File: src/rtl/pipeline_ctrl.sv
// pipeline_ctrl: hazard / stall / flush controller for a 5-stage pipeline.
// Tracks memory waits and trap redirects with a small FSM and counts stalled cycles.
// Optional feature: define FORWARDING_EN when the datapath has full forwarding.
// In that build only load-use creates a hazard. Without it, any in-flight write
// in EX or MEM to a decode source register creates a hazard.
//
// state   | meaning
// RUN     | normal flow; hazards, branch flushes and memory-wait entry evaluated
// MEMWAIT | data memory busy; whole front of the pipe held until dmem_ack
// TRAP    | single redirect cycle; all stages flushed, trap_commit pulsed
module pipeline_ctrl (
    input  logic        clk,
    input  logic        rst,
    input  logic        de_valid,
    input  logic [4:0]  de_rs1,
    input  logic [4:0]  de_rs2,
    input  logic        ex_valid,
    input  logic        ex_is_load,
    input  logic        ex_wr,
    input  logic [4:0]  ex_rd,
    input  logic        mem_valid,
    input  logic        mem_wr,
    input  logic [4:0]  mem_rd,
    input  logic        branch_taken,
    input  logic        trap_req,
    input  logic        dmem_req,
    input  logic        dmem_ack,
    output logic        fe_stall,
    output logic        de_stall,
    output logic        ex_stall,
    output logic        fe_flush,
    output logic        de_flush,
    output logic        ex_flush,
    output logic        trap_commit,
    output logic [1:0]  state,
    output logic [31:0] stall_cnt
);

    typedef enum logic [1:0] {
        RUN     = 2'd0,
        MEMWAIT = 2'd1,
        TRAP    = 2'd2
    } state_t;

    state_t      state_q, state_d;
    logic [31:0] stall_cnt_q, stall_cnt_d;

    logic load_use, hz, trap_ev, mem_wait_run;
    logic fe_stall_c, de_stall_c, ex_stall_c;
    logic fe_flush_c, de_flush_c, ex_flush_c, trap_commit_c;

    // Hazard detection; register 0 is never a real dependency.
    always_comb begin
        load_use = de_valid && ex_valid && ex_is_load && ex_wr && (ex_rd != 5'd0) &&
                   ((ex_rd == de_rs1) || (ex_rd == de_rs2));
`ifdef FORWARDING_EN
        hz = load_use;
`else
        hz = load_use ||
             (de_valid && ex_valid && ex_wr && (ex_rd != 5'd0) &&
              ((ex_rd == de_rs1) || (ex_rd == de_rs2))) ||
             (de_valid && mem_valid && mem_wr && (mem_rd != 5'd0) &&
              ((mem_rd == de_rs1) || (mem_rd == de_rs2)));
`endif
    end

    // Next-state and raw stall/flush decode; trap beats memory wait beats branch beats hazard.
    always_comb begin
        state_d       = RUN;
        fe_stall_c    = 1'b0;
        de_stall_c    = 1'b0;
        ex_stall_c    = 1'b0;
        fe_flush_c    = 1'b0;
        de_flush_c    = 1'b0;
        ex_flush_c    = 1'b0;
        trap_commit_c = 1'b0;
        trap_ev       = trap_req && ex_valid;
        mem_wait_run  = dmem_req && !dmem_ack && !trap_req;
        case (state_q)
            RUN: begin
                if (trap_ev) begin
                    state_d = TRAP;
                end else if (dmem_req && !dmem_ack) begin
                    state_d = MEMWAIT;
                end else begin
                    state_d = RUN;
                end
                if (mem_wait_run) begin
                    fe_stall_c = 1'b1;
                    de_stall_c = 1'b1;
                    ex_stall_c = 1'b1;
                end else if (!trap_ev && branch_taken) begin
                    // The flushed consumer makes any load-use hazard moot.
                    fe_flush_c = 1'b1;
                    de_flush_c = 1'b1;
                end else if (!trap_ev && hz) begin
                    fe_stall_c = 1'b1;
                    de_stall_c = 1'b1;
                    ex_flush_c = 1'b1;
                end
            end
            MEMWAIT: begin
                // EX is frozen here, so a pending trap is picked up back in RUN.
                fe_stall_c = 1'b1;
                de_stall_c = 1'b1;
                ex_stall_c = 1'b1;
                state_d    = dmem_ack ? RUN : MEMWAIT;
            end
            TRAP: begin
                fe_flush_c    = 1'b1;
                de_flush_c    = 1'b1;
                ex_flush_c    = 1'b1;
                trap_commit_c = 1'b1;
                state_d       = RUN;
            end
            default: begin
                state_d = RUN;
            end
        endcase
    end

    // Reset silences every control output combinationally.
    always_comb begin
        fe_stall    = fe_stall_c    && !rst;
        de_stall    = de_stall_c    && !rst;
        ex_stall    = ex_stall_c    && !rst;
        fe_flush    = fe_flush_c    && !rst;
        de_flush    = de_flush_c    && !rst;
        ex_flush    = ex_flush_c    && !rst;
        trap_commit = trap_commit_c && !rst;
        state       = state_q;
        stall_cnt   = stall_cnt_q;
    end

    // Saturating stalled-cycle counter.
    always_comb begin
        stall_cnt_d = stall_cnt_q;
        if ((fe_stall || de_stall || ex_stall) && (stall_cnt_q != 32'hFFFF_FFFF)) begin
            stall_cnt_d = stall_cnt_q + 32'd1;
        end
    end

    // State and counter registers.
    always_ff @(posedge clk or posedge rst) begin
        if (rst) begin
            state_q     <= RUN;
            stall_cnt_q <= 32'd0;
        end else begin
            state_q     <= state_d;
            stall_cnt_q <= stall_cnt_d;
        end
    end

endmodule
File: config.mk
export PLATFORM = sky130hd
export DESIGN_NAME = pipeline_ctrl
export DESIGN_NICKNAME = d
export VERILOG_FILES = /design/src/rtl/pipeline_ctrl.sv
export SDC_FILE = /design/constraint.sdc
export NUM_CORES = 1
export LEC_CHECK = 0
export ABC_AREA = 1
export CORE_ASPECT_RATIO = 0.5
export CORE_MARGIN = 1.5
export CORE_UTILIZATION = 40
export CTS_BUF_LIST = sky130_fd_sc_hd__clkbuf_2 sky130_fd_sc_hd__clkbuf_4 sky130_fd_sc_hd__clkbuf_8
export CTS_CLUSTER_SIZE = 25
export DETAILED_ROUTE_END_ITERATION = 7
export PLACE_DENSITY = 0.74
export SLEW_MARGIN = 20
export SYNTH_ARGS = -nofsm -noshare
export SYNTH_HDL_FRONTEND = slang
export SYNTH_SLANG_ARGS = --single-unit
File: constraint.sdc
create_clock -name clk -period 4.85 [get_ports clk]
set_input_delay 0.7275 -clock clk [delete_from_list [all_inputs] [get_ports clk]]
set_output_delay 0.7275 -clock clk [all_outputs]
set_load 0.005 [all_outputs]
### Yosys cells after proc, flatten, opt, wreduce, memory -nomap -nowiden

Index checks and enable logic that the tools add are counted.

| operators by class | value |
|---|---|
| add/subtract/negate cells | 1 |
| equality and inequality tests | 7 |
| mux-type cells | 16 |
| reduce and logical (&&, ||, !) cells | 35 |

Operators with widths:

| operator | count |
|---|---|
| adder 32 x 1 -> 32 bit (second input constant) | 1 |
| inequality test 32 bit (second input constant) | 1 |
| logical AND 1 bit | 23 |
| == test 5 bit | 4 |
| 2-to-1 mux 1 bit | 10 |
| nonzero test 5 bit | 2 |
| case mux 1 bit (2 select lines) | 4 |
| logical OR 1 bit | 5 |
| zero test 1 bit | 4 |
| case mux 2 bit (2 select lines) | 1 |
| == test 2 x 1 -> 1 bit (second input constant) | 1 |
| == test 2 bit (second input constant) | 1 |
| zero test 2 bit | 1 |
| 2-to-1 mux 2 bit | 1 |

| storage, ports and cells | value |
|---|---|
| register bits | 34 |
| input bits | 32 |
| output and inout port bits | 41 |
| logic and storage cells | 61 |

### Longest topological paths before layout

Gate-level depths: netlist (run 1).

| depth | value |
|---|---|
| depth in word-level cells | 15 |
| mapped depth | 14 |

### Worst setup path before layout (run 1)

Ideal clock, no wire load.

| timing | value |
|---|---|
| path kind | input to output |
| start | input rst |
| end | output fe_flush |
| arrival time | 2.005 ns |
| required time | 4.123 ns |
| setup slack | 2.118 ns |
| cell stages on the path | 4 |
| cells stage by stage | inv_1 > nand3_1 > o22ai_1 > buf_4 |

| on the way | value |
|---|---|
| word-level cells in the longest chain between the ends | 2 |

Ends and longest elaborated chain:

| element | line | text |
|---|---|---|
| start: declaration | 13 | `input logic rst,` |
| zero test 1 bit (no source line) | - |  |
| logical AND 1 bit | - |  |
| end: declaration | 31 | `output logic fe_flush,` |

Every way passes these cells.

### Worst setup path in the final report (run 1)

| timing | value |
|---|---|
| start | input ex_rd[1] |
| end | output ex_flush |

| on the way | value |
|---|---|
| word-level cells in the longest chain between the ends | 11 |
| elaborated cells on any way between the ends | 16 |
| those cells by class | 2 x eq/ne; 4 x mux; 10 x reduce/logical |

Ends and longest elaborated chain:

| element | line | text |
|---|---|---|
| start: declaration | 20 | `input logic [4:0] ex_rd,` |
| == test 5 bit / nonzero test 5 bit (equally long branches) | - |  |
| logical OR 1 bit (tied with other cells) | 55, 61 |  |
| logical AND 1 bit (on tied branches) | 54, 60 |  |
| logical OR 1 bit * | 59 | `hz = load_use \|\|` |
| logical OR 1 bit * | 61 | `((ex_rd == de_rs1) \|\| (ex_rd == de_rs2))) \|\|` |
| logical AND 1 bit * | 96 | `end else if (!trap_ev && hz) begin` |
| 2-to-1 mux 1 bit * | 96 |  |
| 2-to-1 mux 1 bit * | 92 | `end else if (!trap_ev && branch_taken) begin` |
| 2-to-1 mux 1 bit * | 88 | `if (mem_wait_run) begin` |
| case mux 1 bit (2 select lines) * | 79 | `case (state_q)` |
| logical AND 1 bit * | 129 | `ex_flush = ex_flush_c && !rst;` |
| end: declaration | 33 | `output logic ex_flush,` |

Mark *: on every way between the ends. The rest lies on a longest branch, timed or not.

==> impl_metrics.py, run 1 <==
metrics = {
    "critical_path": {
        "cp_max_fo": 4,
        "path_cells": "clkdlybuf4s50_1 -> inv_1 -> nand2_1 -> nand2_1 -> nor2_1 -> nand3_1 -> nand2_1 -> nand2_1 -> nand2_1 -> nand2_1 -> o22ai_1 -> clkdlybuf4s50_1",
        "path_buf_inv": 3,
        "setup.worst_path.start_class": "input port",
        "slowest_delay_ns": 0.54,
        "endpoint_kind": "primary output",
        "cp_common_cell": "nand2_1",
        "path_class": "input port to primary output",
        "arrival_ns": 2.55,
        "cp_slowest_cell": "clkdlybuf4s50_1",
        "cp.required_ns": 4.12,
        "crit_family": "buffers and inverters",
    },
    "final_layout": {
        "layout_common_cells": "nand2_1 (162), clkdlybuf4s50_1 (71), nand3_1 (45)",
        "instances_no_fill": 568,
        "layout-drive-gt1-share_pct": 4.58,
        "area_delta_synth_final_pct": 31.6,
        "stdcell_area_sq_mm": 0.00352,
        "nFillCells": 625,
        "nets": 512,
        "antennaDiodeCount": 0,
        "layout_commonest_cell": "nand2_1",
    },
    "clock_tree": {
        "path_clk_slew_ns": 0.07,
        "numCtsBuffers": 5,
        "cts.repair.resized": 0,
        "ctsHoldBuffers": 0,
        "htree_levels": 2,
        "cts_tree": "yes",
        "cts_root_buffer": "clkbuf_8",
        "insertion_delay_ns": 0.29,
        "cts_setup_buffers": 0,
        "clock_sinks": 34,
        "clockBufferDepth": 2,
    },
    "power": {
        "vdd_drop_max_uv": 108,
        "power_per_cell_area_mw_per_mm2": 207,
        "p_leak_nw": 1.70,
    },
    "sta": {
        "setup_viol": 0,
        "finalHoldViolations": 0,
        "worst_clock_skew_ns": 0.00651,
        "period_needed_ns": 3.28,
        "max_freq_ghz": 0.305,
        "max_slew_margin_pct": 55.5,
        "worstMarginPinSlew_ns": 0.665,
        "slew_viol_final": 0,
        "fin_crit_sh_pct": 67.6,
        "rsz0062_at_grt": "false",
        "fin_tns_setup_ns": 0,
    },
    "drt": {
        "drt_pass1_iterations": 4,
        "detail-route-antenna-nets": 0,
        "wl_per_cell_um": 12.3,
        "drt_wl_total_um": 7010,
        "route.detailed.drc": 0,
        "vias_per_cell": 4.82,
        "num_vias": 2736,
        "drt_iter0_drc": 185,
    },
    "floorplan": {
        "rows": 20,
        "ios": 73,
        "design.die.area_sq_mm": 0.00721,
        "die_y_um": 60.8,
        "core_area_sq_mm": 0.00626,
        "start_util_pct": 42.7,
        "die_w_um": 119,
    },
    "placement": {
        "dp_hpwl_um": 5270,
        "place_area_sq_mm": 0.00342,
        "placed_cells": 560,
        "place_congestion": 0.944,
        "port_buffers": 71,
    },
    "logic_synthesis": {
        "synth_area_per_cell_sq_um": 6.51,
        "ys_types": 24,
        "yosys-top-cells-area": "dfrtp_1 (32%), nand2_1 (23%), nand3_1 (8.4%)",
        "syn_area_sq_mm": 0.00267,
        "syn_inst": 411,
        "syn_nets": 444,
        "netlist.top_cell.by_area": "dfrtp_1",
        "synth_top_area_share_pct": 31.8,
        "yosysSeqAreaShare_pct": 31.8,
        "synth-seq-cells": 34,
        "yosysWarnings": 0,
    },
    "global_routing": {
        "grt_pass1_wl_um": 11900,
        "grt_pass1_vias": 2510,
        "grt_max_degree": 35,
        "overflow": 0,
        "grt_antenna_before_repair": 0,
        "grt_usage_pct": 20.8,
    },
    "run_status": {
        "status": "finished, final reports clean",
    },
    "job": {
        "cap_violations": 0,
    },
    "worst_hold_path": {
        "holdCritPathClass": "register to register",
    },
}
==> routing by layer <==
layer	GRT usage, %	vias to the layer above	share of wire [%]
li1	-	1427	-
met1	29.4	1232	52
met2	32.5	68	41
met3	4.79	9	6.0
met4	5.68	0	0.96
met5	0	-	0
==> final timing paths <==
kind                                          startpoint                   endpoint  slack (ns)  cells after the start
worst max-delay path                            ex_rd[1]                   ex_flush        1.57                     12
worst min-delay path                  state[0]$_DFF_PP0_         state[1]$_DFF_PP0_        0.48                      1
worst max register to register  stall_cnt[0]$_DFFE_PP0P_  stall_cnt[29]$_DFFE_PP0P_        2.45                      9
worst min register to register        state[0]$_DFF_PP0_         state[1]$_DFF_PP0_        0.48                      1
max in group asynchronous                            rst   stall_cnt[6]$_DFFE_PP0P_        3.56                      3
min in group asynchronous                            rst  stall_cnt[21]$_DFFE_PP0P_        0.98                      3
==> metrics by stage <==
step	setup WS (ns)	power [mW]	hold WS [ns]	util (%)
finish	1.57	0.727	0.481	56.2
detailed placement	1.58	0.507	0.478	54.7
global route	1.41	0.768	0.516	56.2
floorplan	2.12	0.422	0.472	-
global placement	1.62	0.504	0.475	54.7
CTS	1.57	0.732	0.487	56.2
==> cell type report <==
type | count | area [sq um] | area share [%]
tap | 88 | 110 | 3.13
inverter | 40 | 150 | 4.27
sequential | 34 | 851 | 24.2
timing repair buffer | 73 | 726 | 20.6
clock inverter | 1 | 5.00 | 0.142
multi-input combinational | 325 | 1590 | 45.1
clock buffer | 7 | 90.1 | 2.56
==> synth_stat cells, drive strengths merged <==
master	instances
nor4	1
ha	1
xor2	24
nor2	43
buf	12
a21oi	2
nand3	47
inv	40
o22ai	2
xnor2	11
nor3	20
dfrtp	34
nand2	165
nand3b	1
nand4	8
==> cells by family after synthesis <==
group,synth area share [%]
AOI/OAI and AO/OA,0.842
xor gates and xnor gates,11.5
adders and majority gates,0.468
buffers and inverters,8.84
DFF,31.8
and+or+nand+nor,46.6
==> flip-flops by register name (all words and copies together) (netlist names) <==
signal / count
stall_cnt: 32
state: 2
==> worst reg2reg max path, cell delays in order (launching register included) <==
cell and delay (ns):
dfrtp_1 0.41, ha_1 0.28, nand3_4 0.14, nor2_4 0.18, nand3_4 0.13, nor2_4 0.13
nand2_2 0.39, nand2_4 0.51, nand2_1 0.11, nand2_1 0.07
==> power breakdown <==
| group | switching [mW] | internal (mW) | total [mW] |
|---|---|---|---|
| clock network | 0.106 | 0.120 | 0.226 |
| registers | 0.0255 | 0.300 | 0.325 |
| logic | 0.0875 | 0.0884 | 0.176 |
| total | 0.219 | 0.508 | 0.727 |
Note: power is estimated with default switching activity, not from simulation.
==> run 2, diff against run 1 <==
- clock period: 4.85 -> 3.2 ns (I/O delays scaled with it)
==> impl_metrics.py, run 2 (synthesis gave the netlist of run 1 again) <==
metrics = {
    "run_status": {
        "status": "finished, final reports clean",
    },
    "global_routing": {
        "grt_max_degree": 35,
        "grt_antenna_before_repair": 0,
        "grt_usage_pct": 20.6,
        "overflow": 0,
        "grt_pass1_vias": 2430,
        "grt_pass1_wl_um": 11800,
    },
    "sta": {
        "fin_tns_setup_ns": 0,
        "rsz0062_at_grt": "false",
        "max_slew_margin_pct": 69.9,
        "worstMarginPinSlew_ns": 0.447,
        "finalHoldViolations": 0,
        "worst_clock_skew_ns": 0.00398,
        "whs_ns": 0.481,
        "period_needed_ns": 2.75,
        "setup_ws_ns": 0.455,
        "max_freq_ghz": 0.364,
        "setup_viol": 0,
        "fin_crit_sh_pct": 85.8,
        "slew_viol_final": 0,
    },
    "critical_path": {
        "slowest_delay_ns": 0.53,
        "cp.required_ns": 2.72,
        "path_class": "input port to primary output",
        "setup.worst_path.start_class": "input port",
        "path_buf_inv": 3,
        "worst-r2r-setup-slack_ns": 1.15,
        "crit_family": "buffers and inverters",
        "cp_slowest_cell": "clkdlybuf4s50_1",
        "reg2regPathDepth": 9,
        "r2r-start": "stall_cnt[0]$_DFFE_PP0P_",
        "endpoint_kind": "primary output",
        "arrival_ns": 2.27,
        "cp_max_fo": 3,
        "r2r_end": "stall_cnt[24]$_DFFE_PP0P_",
        "path_cells": "clkdlybuf4s50_1 -> inv_1 -> nand2_1 -> nand2_1 -> nor2_1 -> nand3_1 -> nand2_1 -> nand2_1 -> nand2_1 -> nand2_1 -> o22ai_1 -> clkdlybuf4s50_1",
        "cp_common_cell": "nand2_1",
    },
    "final_layout": {
        "instances_no_fill": 568,
        "layout_common_cells": "nand2_1 (162), clkdlybuf4s50_1 (71), nand3_1 (45)",
        "antennaDiodeCount": 0,
        "multi_input_area_sq_mm": 0.00159,
        "nets": 513,
        "layout_commonest_cell": "nand2_1",
        "regArea_sq_um": 851,
        "largest_reg_flops": 32,
        "nFillCells": 606,
        "layout-drive-gt1-share_pct": 4.58,
        "fin_util_pct": 56.2,
        "area_delta_synth_final_pct": 31.4,
    },
    "floorplan": {
        "start_util_pct": 42.7,
        "rows": 20,
        "ios": 73,
        "core_area_sq_mm": 0.00626,
        "design.die.area_sq_mm": 0.00721,
        "die_y_um": 60.8,
        "die_w_um": 119,
    },
    "clock_tree": {
        "cts_tree": "yes",
        "cts_root_buffer": "clkbuf_8",
        "cts_setup_buffers": 0,
        "numCtsBuffers": 5,
        "htree_levels": 2,
        "insertion_delay_ns": 0.28,
        "ctsHoldBuffers": 0,
        "cts.repair.resized": 0,
        "path_clk_slew_ns": 0.07,
        "clock_sinks": 34,
        "clockBufferDepth": 2,
    },
    "power": {
        "p_int_mw": 0.755,
        "vdd_drop_max_uv": 172,
        "power_frac_comb_pct": 24.9,
        "p_clk_share_pct": 29.3,
        "seqPwrFrac_pct": 45.8,
        "swShare_pct": 29.6,
        "p_leak_nw": 1.70,
        "power_per_cell_area_mw_per_mm2": 305,
        "netSwitchingPower_mw": 0.318,
    },
    "placement": {
        "port_buffers": 71,
        "post-place-ws_ns": 0.442,
        "place_congestion": 0.965,
        "dp_hpwl_um": 5420,
        "placed_cells": 561,
    },
    "drt": {
        "drt_pass1_iterations": 5,
        "vias_per_cell": 4.87,
        "route.detailed.drc": 0,
        "detail-route-antenna-nets": 0,
        "drt_iter0_drc": 252,
        "drt_wl_total_um": 7050,
        "num_vias": 2766,
        "wl_per_cell_um": 12.4,
    },
    "worst_hold_path": {
        "holdCritPathClass": "register to register",
        "whs_path_depth": 1,
        "min_to": "state[1]$_DFF_PP0_",
        "min_from": "state[0]$_DFF_PP0_",
    },
    "job": {
        "cap_violations": 0,
    },
}
## run 2: power groups by stage
stage | clock [mW] | combinational, mW | sequential [mW]
after floorplan | 0 | 0.141 | 0.498
after global placement | 0 | 0.262 | 0.501
after detailed placement | 0 | 0.269 | 0.500
after CTS | 0.322 | 0.269 | 0.492
after global routing | 0.350 | 0.298 | 0.496
final | 0.314 | 0.267 | 0.492
## run 2: how the worst max path moves through the flow
| stage | start | cells after the start | slack (ns) | end |
|---|---|---|---|---|
| 2_1_floorplan | rst | 4 | 0.96 | fe_flush |
| 3_3_place_gp | ex_rd[1] | 12 | 0.47 | de_stall |
| 3_5_place_dp | ex_rd[1] | 12 | 0.44 | de_stall |
| 4_1_cts | ex_rd[1] | 12 | 0.44 | de_stall |
| 5_1_grt | ex_rd[1] | 12 | 0.28 | fe_stall |
| 6_report | de_rs2[4] | 12 | 0.45 | ex_flush |
## run 2: metrics by stage
| stage | power [mW] | instance area [sq um] |
|---|---|---|
| global placement | 0.763 | 3430 |
| floorplan | 0.639 | 2670 |
| detailed placement | 0.769 | 3430 |
| CTS | 1.08 | 3510 |
| finish | 1.07 | 3510 |
| global route | 1.14 | 3510 |
## run 2: layout make-up
type | count | share of cell area (%)
flip-flops and latches | 34 | 24.2
repair buffers | 74 | 20.9
inverters | 40 | 4.27
well taps | 88 | 3.13
clock buffers | 7 | 2.39
multi-input cells | 325 | 45.1
## run 2: per-layer routing
layer	wire (um)	share of wire, %	GRT usage (%)
met5	0	0	0
met4	51	0.72	4.65
met3	425	6.0	3.48
met2	2910	41	32.1
met1	3670	52	30.3
==> run 3, diff against run 2 <==
- CORE_UTILIZATION: 40 -> 30
- PLACE_DENSITY: 0.74 -> 0.6
- SKIP_CTS_REPAIR_TIMING: unset -> 1
==> impl_metrics.py, run 3 (synthesis gave the netlist of run 1 again) <==
metrics = {
    "final_layout": {
        "layout_commonest_cell": "nand2_1",
        "antennaDiodeCount": 0,
        "largest_reg_flops": 32,
        "nets": 513,
        "fin_util_pct": 40.9,
        "area_delta_synth_final_pct": 32.8,
        "layout-drive-gt1-share_pct": 4.58,
        "layout_common_cells": "nand2_1 (162), clkdlybuf4s50_1 (71), nand3_1 (45)",
        "nFillCells": 943,
    },
    "power": {
        "swShare_pct": 29.7,
        "power_frac_comb_pct": 24.6,
        "netSwitchingPower_mw": 0.320,
        "p_leak_nw": 1.70,
        "p_int_mw": 0.755,
        "seqPwrFrac_pct": 46.0,
        "p_clk_share_pct": 29.4,
        "power_per_cell_area_mw_per_mm2": 303,
        "vdd_drop_max_uv": 161,
    },
    "critical_path": {
        "worst-r2r-setup-slack_ns": 0.98,
        "setup.worst_path.start_class": "input port",
        "slowest_delay_ns": 0.52,
        "startpoint": "mem_rd[3]",
        "path_cells": "clkdlybuf4s50_1 -> inv_1 -> nand2_1 -> nand2_1 -> nor2_1 -> nand3_1 -> nand2_1 -> nand2_1 -> nand2_1 -> nand3_1 -> nand2_2 -> clkdlybuf4s50_1",
        "endpoint_kind": "primary output",
        "r2r-start": "stall_cnt[0]$_DFFE_PP0P_",
        "cp_common_cell": "nand2_1",
        "cp.required_ns": 2.72,
        "arrival_ns": 2.28,
        "path_buf_inv": 3,
        "crit_family": "buffers and inverters",
        "cp_slowest_cell": "clkdlybuf4s50_1",
        "path_class": "input port to primary output",
        "cp_max_fo": 3,
    },
    "global_routing": {
        "grt_usage_pct": 15.9,
        "overflow": 0,
        "grt_max_degree": 35,
        "grt_antenna_before_repair": 0,
        "grt_pass1_wl_um": 12100,
        "grt_pass1_vias": 2557,
    },
    "floorplan": {
        "rows": 24,
        "core_area_sq_mm": 0.00868,
        "die_y_um": 69.8,
        "design.die.area_sq_mm": 0.00952,
        "start_util_pct": 30.8,
        "die_w_um": 137,
        "ios": 73,
    },
    "placement": {
        "place_congestion": 0.889,
        "dp_hpwl_um": 5700,
        "port_buffers": 71,
        "post-place-ws_ns": 0.405,
    },
    "clock_tree": {
        "insertion_delay_ns": 0.28,
        "cts_root_buffer": "clkbuf_8",
        "clock_sinks": 34,
        "clockBufferDepth": 2,
        "path_clk_slew_ns": 0.07,
        "htree_levels": 2,
        "numCtsBuffers": 5,
        "cts_tree": "yes",
    },
    "sta": {
        "max_slew_margin_pct": 71.3,
        "slew_viol_final": 0,
        "finalHoldViolations": 0,
        "worstMarginPinSlew_ns": 0.431,
        "setup_ws_ns": 0.444,
        "fin_crit_sh_pct": 86.1,
        "max_freq_ghz": 0.363,
        "setup_viol": 0,
        "fin_tns_setup_ns": 0,
        "whs_ns": 0.487,
        "period_needed_ns": 2.76,
        "rsz0062_at_grt": "false",
        "worst_clock_skew_ns": 0.00776,
    },
    "drt": {
        "route.detailed.drc": 0,
        "drt_pass1_iterations": 4,
        "drt_iter0_drc": 102,
        "vias_per_cell": 4.54,
        "num_vias": 2713,
        "detail-route-antenna-nets": 0,
        "wl_per_cell_um": 12.1,
        "drt_wl_total_um": 7250,
    },
    "job": {
        "cap_violations": 0,
    },
    "worst_hold_path": {
        "min_from": "state[0]$_DFF_PP0_",
        "holdCritPathClass": "register to register",
    },
    "run_status": {
        "status": "finished, final reports clean",
    },
}
## run 3: area by class of cell
| cell class | count | area [sq um] | share of cell area [%] |
|---|---|---|---|
| Tap cell | 117 | 146 | 4.12 |
| Timing Repair Buffer | 74 | 733 | 20.6 |
| Inverter | 40 | 150 | 4.23 |
| Clock buffer | 7 | 83.8 | 2.36 |
| Multi-Input combinational cell | 325 | 1590 | 44.7 |
| Sequential cell | 34 | 851 | 24.0 |
## run 3: path summary, 6_finish.rpt
kind / end / depth (start not counted)
min reg2reg: state[1]$_DFF_PP0_ / 1
min: state[1]$_DFF_PP0_ / 1
max in group asynchronous: stall_cnt[6]$_DFFE_PP0P_ / 3
max: de_stall / 12
max reg2reg: stall_cnt[12]$_DFFE_PP0P_ / 9
min in group asynchronous: stall_cnt[19]$_DFFE_PP0P_ / 3
## run 3: layer usage
| metal | global-route usage (%) | vias up | wire [um] | share of wire, % |
|---|---|---|---|---|
| li1 | - | 1423 | - | - |
| met2 | 25.1 | 47 | 3150 | 44 |
| met5 | 0 | - | 0 | 0 |
| met3 | 3.07 | 7 | 334 | 4.6 |
| met4 | 2.72 | 0 | 58 | 0.80 |
| met1 | 22.6 | 1236 | 3700 | 51 |
## run 3: power by group through the flow
stage	Clock, mW	Sequential [mW]	Combinational, mW
after floorplan	0	0.498	0.141
after global placement	0	0.505	0.266
after detailed placement	0	0.504	0.268
after CTS	0.324	0.496	0.270
after global routing	0.346	0.503	0.301
final	0.316	0.495	0.265
## run 3: stage by stage
step	total power, mW	instances	instance area, sq um
floorplan	0.639	411	2670
global placement	0.771	590	3470
detailed placement	0.772	590	3470
CTS	1.09	597	3550
global route	1.15	597	3550
finish	1.08	597	3550
